===== src/rtl/result_serializer.sv =====
// Result serializer: captures left/right result words on each rising edge of outReadyToTB and
// shifts them out MSB first with a one-cycle frame marker, backed by a one-deep holding buffer.
module result_serializer #(
    parameter int unsigned WIDTH = 40,
    parameter int unsigned CNT_W = 6
) (
    input  logic             sClk,
    input  logic             reset,
    input  logic [WIDTH-1:0] outDataL,
    input  logic [WIDTH-1:0] outDataR,
    input  logic             outReadyToTB,
    input  logic             clearOverrun,
    output logic             serialL,
    output logic             serialR,
    output logic             frame,
    output logic             busy,
    output logic             pending,
    output logic             overrun
);

    localparam logic [CNT_W-1:0] CNT_TOP = CNT_W'(WIDTH - 1);

    typedef enum logic [0:0] {StIdle, StShift} stateT;

    stateT            state;
    logic             readyQ;
    logic [WIDTH-1:0] shiftL;
    logic [WIDTH-1:0] shiftR;
    logic [WIDTH-1:0] bufL;
    logic [WIDTH-1:0] bufR;
    logic [CNT_W-1:0] cnt;

    logic rise;
    logic lastBit;
    logic dropPair;

    assign rise     = outReadyToTB & ~readyQ;
    assign lastBit  = (state == StShift) && (cnt == '0);
    // On the final bit the buffer drains into the shifter, so a full buffer can still accept.
    assign dropPair = rise && (state == StShift) && !lastBit && pending;

    always_ff @(posedge sClk or posedge reset) begin
        if (reset) begin
            state   <= StIdle;
            readyQ  <= 1'b0;
            shiftL  <= '0;
            shiftR  <= '0;
            bufL    <= '0;
            bufR    <= '0;
            cnt     <= '0;
            serialL <= 1'b0;
            serialR <= 1'b0;
            frame   <= 1'b0;
            busy    <= 1'b0;
            pending <= 1'b0;
            overrun <= 1'b0;
        end else begin
            readyQ <= outReadyToTB;

            // Set takes priority over clear.
            if (clearOverrun) begin
                overrun <= 1'b0;
            end
            if (dropPair) begin
                overrun <= 1'b1;
            end

            case (state)
                StIdle: begin
                    serialL <= 1'b0;
                    serialR <= 1'b0;
                    frame   <= 1'b0;
                    busy    <= 1'b0;
                    if (rise) begin
                        shiftL <= outDataL;
                        shiftR <= outDataR;
                        cnt    <= CNT_TOP;
                        state  <= StShift;
                    end
                end

                StShift: begin
                    serialL <= shiftL[WIDTH-1];
                    serialR <= shiftR[WIDTH-1];
                    frame   <= (cnt == CNT_TOP);
                    busy    <= 1'b1;
                    if (!lastBit) begin
                        shiftL <= shiftL << 1;
                        shiftR <= shiftR << 1;
                        cnt    <= cnt - 1'b1;
                        if (rise && !pending) begin
                            bufL    <= outDataL;
                            bufR    <= outDataR;
                            pending <= 1'b1;
                        end
                    end else if (pending) begin
                        shiftL <= bufL;
                        shiftR <= bufR;
                        cnt    <= CNT_TOP;
                        if (rise) begin
                            bufL <= outDataL;
                            bufR <= outDataR;
                        end else begin
                            pending <= 1'b0;
                        end
                    end else if (rise) begin
                        shiftL <= outDataL;
                        shiftR <= outDataR;
                        cnt    <= CNT_TOP;
                    end else begin
                        shiftL <= '0;
                        shiftR <= '0;
                        state  <= StIdle;
                    end
                end
            endcase
        end
    end

endmodule

===== config.mk =====
export PLATFORM = sky130hd
export DESIGN_NAME = result_serializer
export DESIGN_NICKNAME = d
export VERILOG_FILES = /design/src/rtl/result_serializer.sv
export SDC_FILE = /design/constraint.sdc
export NUM_CORES = 1
export LEC_CHECK = 0
export BUFFER_PORTS_ARGS = -buffer_cell sky130_fd_sc_hd__buf_2
export CORE_MARGIN = 5
export CORE_UTILIZATION = 60
export CTS_BUF_LIST = sky130_fd_sc_hd__clkbuf_8
export DETAILED_ROUTE_END_ITERATION = 16
export MAX_ROUTING_LAYER = met4
export PLACE_DENSITY = 0.92
export SYNTH_ARGS = -nofsm -noshare
export SYNTH_HDL_FRONTEND = slang
export SYNTH_SLANG_ARGS = --single-unit

===== constraint.sdc =====
create_clock -name sClk -period 7.21 [get_ports sClk]
set_clock_uncertainty 0.1 [all_clocks]
set_input_delay 1.442 -clock sClk [delete_from_list [all_inputs] [get_ports sClk]]
set_output_delay 1.442 -clock sClk [all_outputs]
set_load 0.01 [all_outputs]

==> qor.log <==
INFO  status         result_of_the_run=finished clean
INFO  sta            layout_min_cycle_time=3.84ns
INFO  global_routing grt_pass1_wl=30.5mm
INFO  logic_synthesis syn_avg_cell_area=12.5um2
INFO  drt            routedWlPerCell=19.8um
INFO  setup_path     timing.critical_path.slowest_stage_cell=sky130_fd_sc_hd__dfrtp_4
INFO  power_and_ir_drop total_leakage_power=4.68nW
INFO  die            core-area=14400um2
INFO  setup_path     crit_fanout=89
INFO  setup_path     critical_path_required=7.47ns
INFO  clock_tree     total_cts_buffers=17
INFO  clock_tree     clock_insertion_delay_worst_skew=0.48ns
INFO  drt            wl=18.8mm
INFO  drt            vias=5933
INFO  clock_tree     htree_levels=4
INFO  sta            worst_slack=3.37ns
INFO  logic_synthesis share_of_flip_flops_with_an_asynchronous_set_or_reset_after_synthesis=100%
INFO  logic_synthesis ys_dominant_reg_cell=sky130_fd_sc_hd__dfrtp_1
INFO  logic_synthesis synthesis.instances=700
INFO  die            die_height=131um
INFO  clock_tree     cts-hold-fix-buffers=0
INFO  clock_tree     cts_tree=built
INFO  setup_path     worstPathCellList=or4b_1 > or3_1 > nand4_4 > buf_4 > mux2_2
INFO  setup_path     worst_setup_path_start_kind=flop
INFO  clock_tree     cts.sinks=174
INFO  min_path       whs_path_depth=1
INFO  sta            fmaxAchievable=261MHz
INFO  setup_path     crit_type=flop to flop
INFO  finish         area_growth=9.60%
INFO  logic_synthesis synthesis.nets=786
INFO  die            die_w=131um
INFO  die            die_area=17000um2
INFO  clock_tree     cts-root-buf=sky130_fd_sc_hd__clkbuf_8
INFO  clock_tree     postCtsSetupRepairBufs=0
INFO  die            row_count=44
INFO  setup_path     crit_path_max_incr_delay=0.86ns
INFO  min_path       worst_hold_path_type=flop to flop
INFO  sta            final.setup.tns=0ns
INFO  setup_path     timing.critical_path.to_type=flop
INFO  logic_synthesis synth_edf_count=0
INFO  sta            post-route-period-util=53.2%
INFO  logic_synthesis synth_sequential_area_ratio=49.9%
INFO  flow_run       drv_cap=0
INFO  place          placement.io_buffers=89
INFO  global_routing vias_in_the_first_global_route=6106
INFO  logic_synthesis synth.ff_latch_count=174
INFO  logic_synthesis synth.cell_area=8720um2
INFO  sta            maxSlewHeadroom=26.9%
INFO  clock_tree     clkSlewWorstSetupHoldPaths=0.09ns
INFO  clock_tree     clockBufferDepth=2
INFO  place          placement.setup.worst_slack=2.92ns
INFO  sta            max_slew.worst_pin.slew=1.10ns
INFO  sta            unrepaired_setup_endpoints_after_global_routing=false
INFO  global_routing grt.total_usage=23.4%
INFO  finish         fin_nets=836
INFO  die            ios=90
INFO  finish         final-instance-count-excl-fill=948
INFO  die            starting_utilization_of_the_core_area=60.7%
INFO  global_routing initial_antenna_violation_count=1
INFO  setup_path     worstRegToRegCells=5
INFO  setup_path     critical_path_arrival=4.09ns
INFO  drt            drtIter0Drc=607
INFO  power_and_ir_drop power.density_cell_area=301nW/um2
INFO  finish         layout-drive-gt1-share=26.5%
INFO  clock_tree     cts-resized-gates=0
INFO  sta            hold-worst-slack=0.385ns
INFO  place          post-place-cells=915
INFO  logic_synthesis ys_types=39
INFO  power_and_ir_drop vdd_ir_drop_max=0.204mV
INFO  drt            route.antenna.remaining_nets=0
INFO  place          routability_congestion=0.833
INFO  drt            detailedRoute.firstPassIterationCount=5
INFO  global_routing grt.overflow.total=0
INFO  global_routing grt_start_max_net_pins=123
INFO  drt            post_drt_via_cell_ratio=6.26
INFO  sta            report.final.setup_viol=0
INFO  drt            drcViolationCount=0
INFO  finish         final.fill_count=1008
INFO  sta            finalHoldViolations=0
INFO  logic_synthesis yosysWarningCount=0
INFO  place          detailedPlacementHpwl=11.3mm
INFO  sta            timing_max_transition_violations_final=0
==> cell families after synthesis <==
logic type / after synthesis / synth area share [%]
muxes: 235 / 28.1
DFF: 174 / 49.9
and+or+nand+nor: 117 / 8.10
AOI/OAI and AO/OA: 100 / 9.53
buffers and inverters: 72 / 4.00
adders and majority gates: 2 / 0.287
==> cell type report <==
type | instances | area, um2 | area share (%)
multi-input combinational | 454 | 4050 | 42.4
tap | 184 | 230 | 2.41
antenna | 1 | 2.50 | 0.0262
clock buffer | 22 | 303 | 3.17
inverter | 5 | 23.8 | 0.249
sequential | 174 | 4360 | 45.7
clock inverter | 10 | 72.6 | 0.760
timing repair buffer | 98 | 513 | 5.37
==> Yosys cell counts, types with 2 or more instances <==
| cell type | instances | area share [%] |
|---|---|---|
| sky130_fd_sc_hd__a21oi_1 | 3 | 0.17 |
| sky130_fd_sc_hd__a221oi_1 | 77 | 7.7 |
| sky130_fd_sc_hd__a32oi_1 | 3 | 0.30 |
| sky130_fd_sc_hd__and2_1 | 3 | 0.22 |
| sky130_fd_sc_hd__buf_1 | 3 | 0.13 |
| sky130_fd_sc_hd__buf_2 | 15 | 0.86 |
| sky130_fd_sc_hd__buf_6 | 8 | 1.0 |
| sky130_fd_sc_hd__clkbuf_1 | 41 | 1.8 |
| sky130_fd_sc_hd__dfrtp_1 | 174 | 50 |
| sky130_fd_sc_hd__ha_1 | 2 | 0.29 |
| sky130_fd_sc_hd__inv_1 | 5 | 0.22 |
| sky130_fd_sc_hd__mux2_1 | 14 | 1.8 |
| sky130_fd_sc_hd__mux2_2 | 66 | 8.5 |
| sky130_fd_sc_hd__mux2i_1 | 155 | 18 |
| sky130_fd_sc_hd__nand2_1 | 9 | 0.39 |
| sky130_fd_sc_hd__nand2b_1 | 80 | 5.7 |
| sky130_fd_sc_hd__nand3_1 | 5 | 0.29 |
| sky130_fd_sc_hd__nor2_1 | 7 | 0.30 |
| sky130_fd_sc_hd__nor3_1 | 2 | 0.11 |
| sky130_fd_sc_hd__o21ai_0 | 6 | 0.34 |
| sky130_fd_sc_hd__o22ai_1 | 2 | 0.14 |
| sky130_fd_sc_hd__or3_1 | 3 | 0.22 |
==> cells in the final DEF (no fill, tap or decap), types with 2 or more instances in the layout <==
| cell type | instances |
|---|---|
| sky130_fd_sc_hd__a21oi_1 | 3 |
| sky130_fd_sc_hd__a221oi_1 | 77 |
| sky130_fd_sc_hd__a32oi_1 | 3 |
| sky130_fd_sc_hd__and2_1 | 3 |
| sky130_fd_sc_hd__buf_2 | 89 |
| sky130_fd_sc_hd__buf_4 | 9 |
| sky130_fd_sc_hd__clkbuf_8 | 22 |
| sky130_fd_sc_hd__clkinv_2 | 4 |
| sky130_fd_sc_hd__dfrtp_1 | 172 |
| sky130_fd_sc_hd__dfrtp_4 | 2 |
| sky130_fd_sc_hd__ha_1 | 2 |
| sky130_fd_sc_hd__inv_1 | 8 |
| sky130_fd_sc_hd__mux2_1 | 14 |
| sky130_fd_sc_hd__mux2_2 | 66 |
| sky130_fd_sc_hd__mux2i_1 | 155 |
| sky130_fd_sc_hd__nand2_1 | 9 |
| sky130_fd_sc_hd__nand2b_1 | 79 |
| sky130_fd_sc_hd__nand3_1 | 5 |
| sky130_fd_sc_hd__nor2_1 | 7 |
| sky130_fd_sc_hd__o21ai_0 | 6 |
| sky130_fd_sc_hd__o22ai_1 | 2 |
| sky130_fd_sc_hd__or3_1 | 3 |
==> power by group <==
group	internal [mW]	total, mW	switching (mW)
clock network	0.312	0.645	0.333
logic	0.426	0.762	0.336
registers	1.27	1.47	0.200
==> path summary, 6_finish.rpt <==
check                                              end  slack (ns)                  from
min in group asynchronous       shiftL[14]$_DFFE_PP0P_        1.14                 reset
worst min-delay path              bufR[14]$_DFFE_PP0P_        0.38  bufR[14]$_DFFE_PP0P_
worst max register to register    bufL[27]$_DFFE_PP0P_        3.37   pending$_DFFE_PP0P_
worst min register to register    bufR[14]$_DFFE_PP0P_        0.38  bufR[14]$_DFFE_PP0P_
worst max-delay path              bufL[27]$_DFFE_PP0P_        3.37   pending$_DFFE_PP0P_
max in group asynchronous          pending$_DFFE_PP0P_        4.55                 reset
==> critical path: cells and delay by family, from the launching register on <==
family,cells,cell delay [ns]
flops,1,0.86
mux,1,0.41
simple gates,3,1.67
buf+inv,1,0.62
==> state kept, by name (all words and copies together), names as in the netlist <==
register / cells
bufL: 40
readyQ: 1
overrun: 1
serialL: 1
pending: 1
shiftL: 40
cnt: 6
shiftR: 40
serialR: 1
state: 1
bufR: 40
frame: 1
busy: 1
==> metal layers <==
layer | wire length [um] | track usage [%]
met1 | 8110 | 30.2
met2 | 9210 | 36.6
met3 | 1100 | 4.84
met4 | 385 | 9.13
met5 | 0 | -
==> through the flow <==
stage | util, % | power, mW | cell area (um2)
floorplan | - | 2.04 | 8720
global placement | 63.9 | 2.17 | 9180
detailed placement | 63.9 | 2.25 | 9180
CTS | 66.5 | 2.89 | 9550
global route | 66.5 | 3.05 | 9550
finish | 66.5 | 2.87 | 9550
Power figures use the tool's default switching activity.
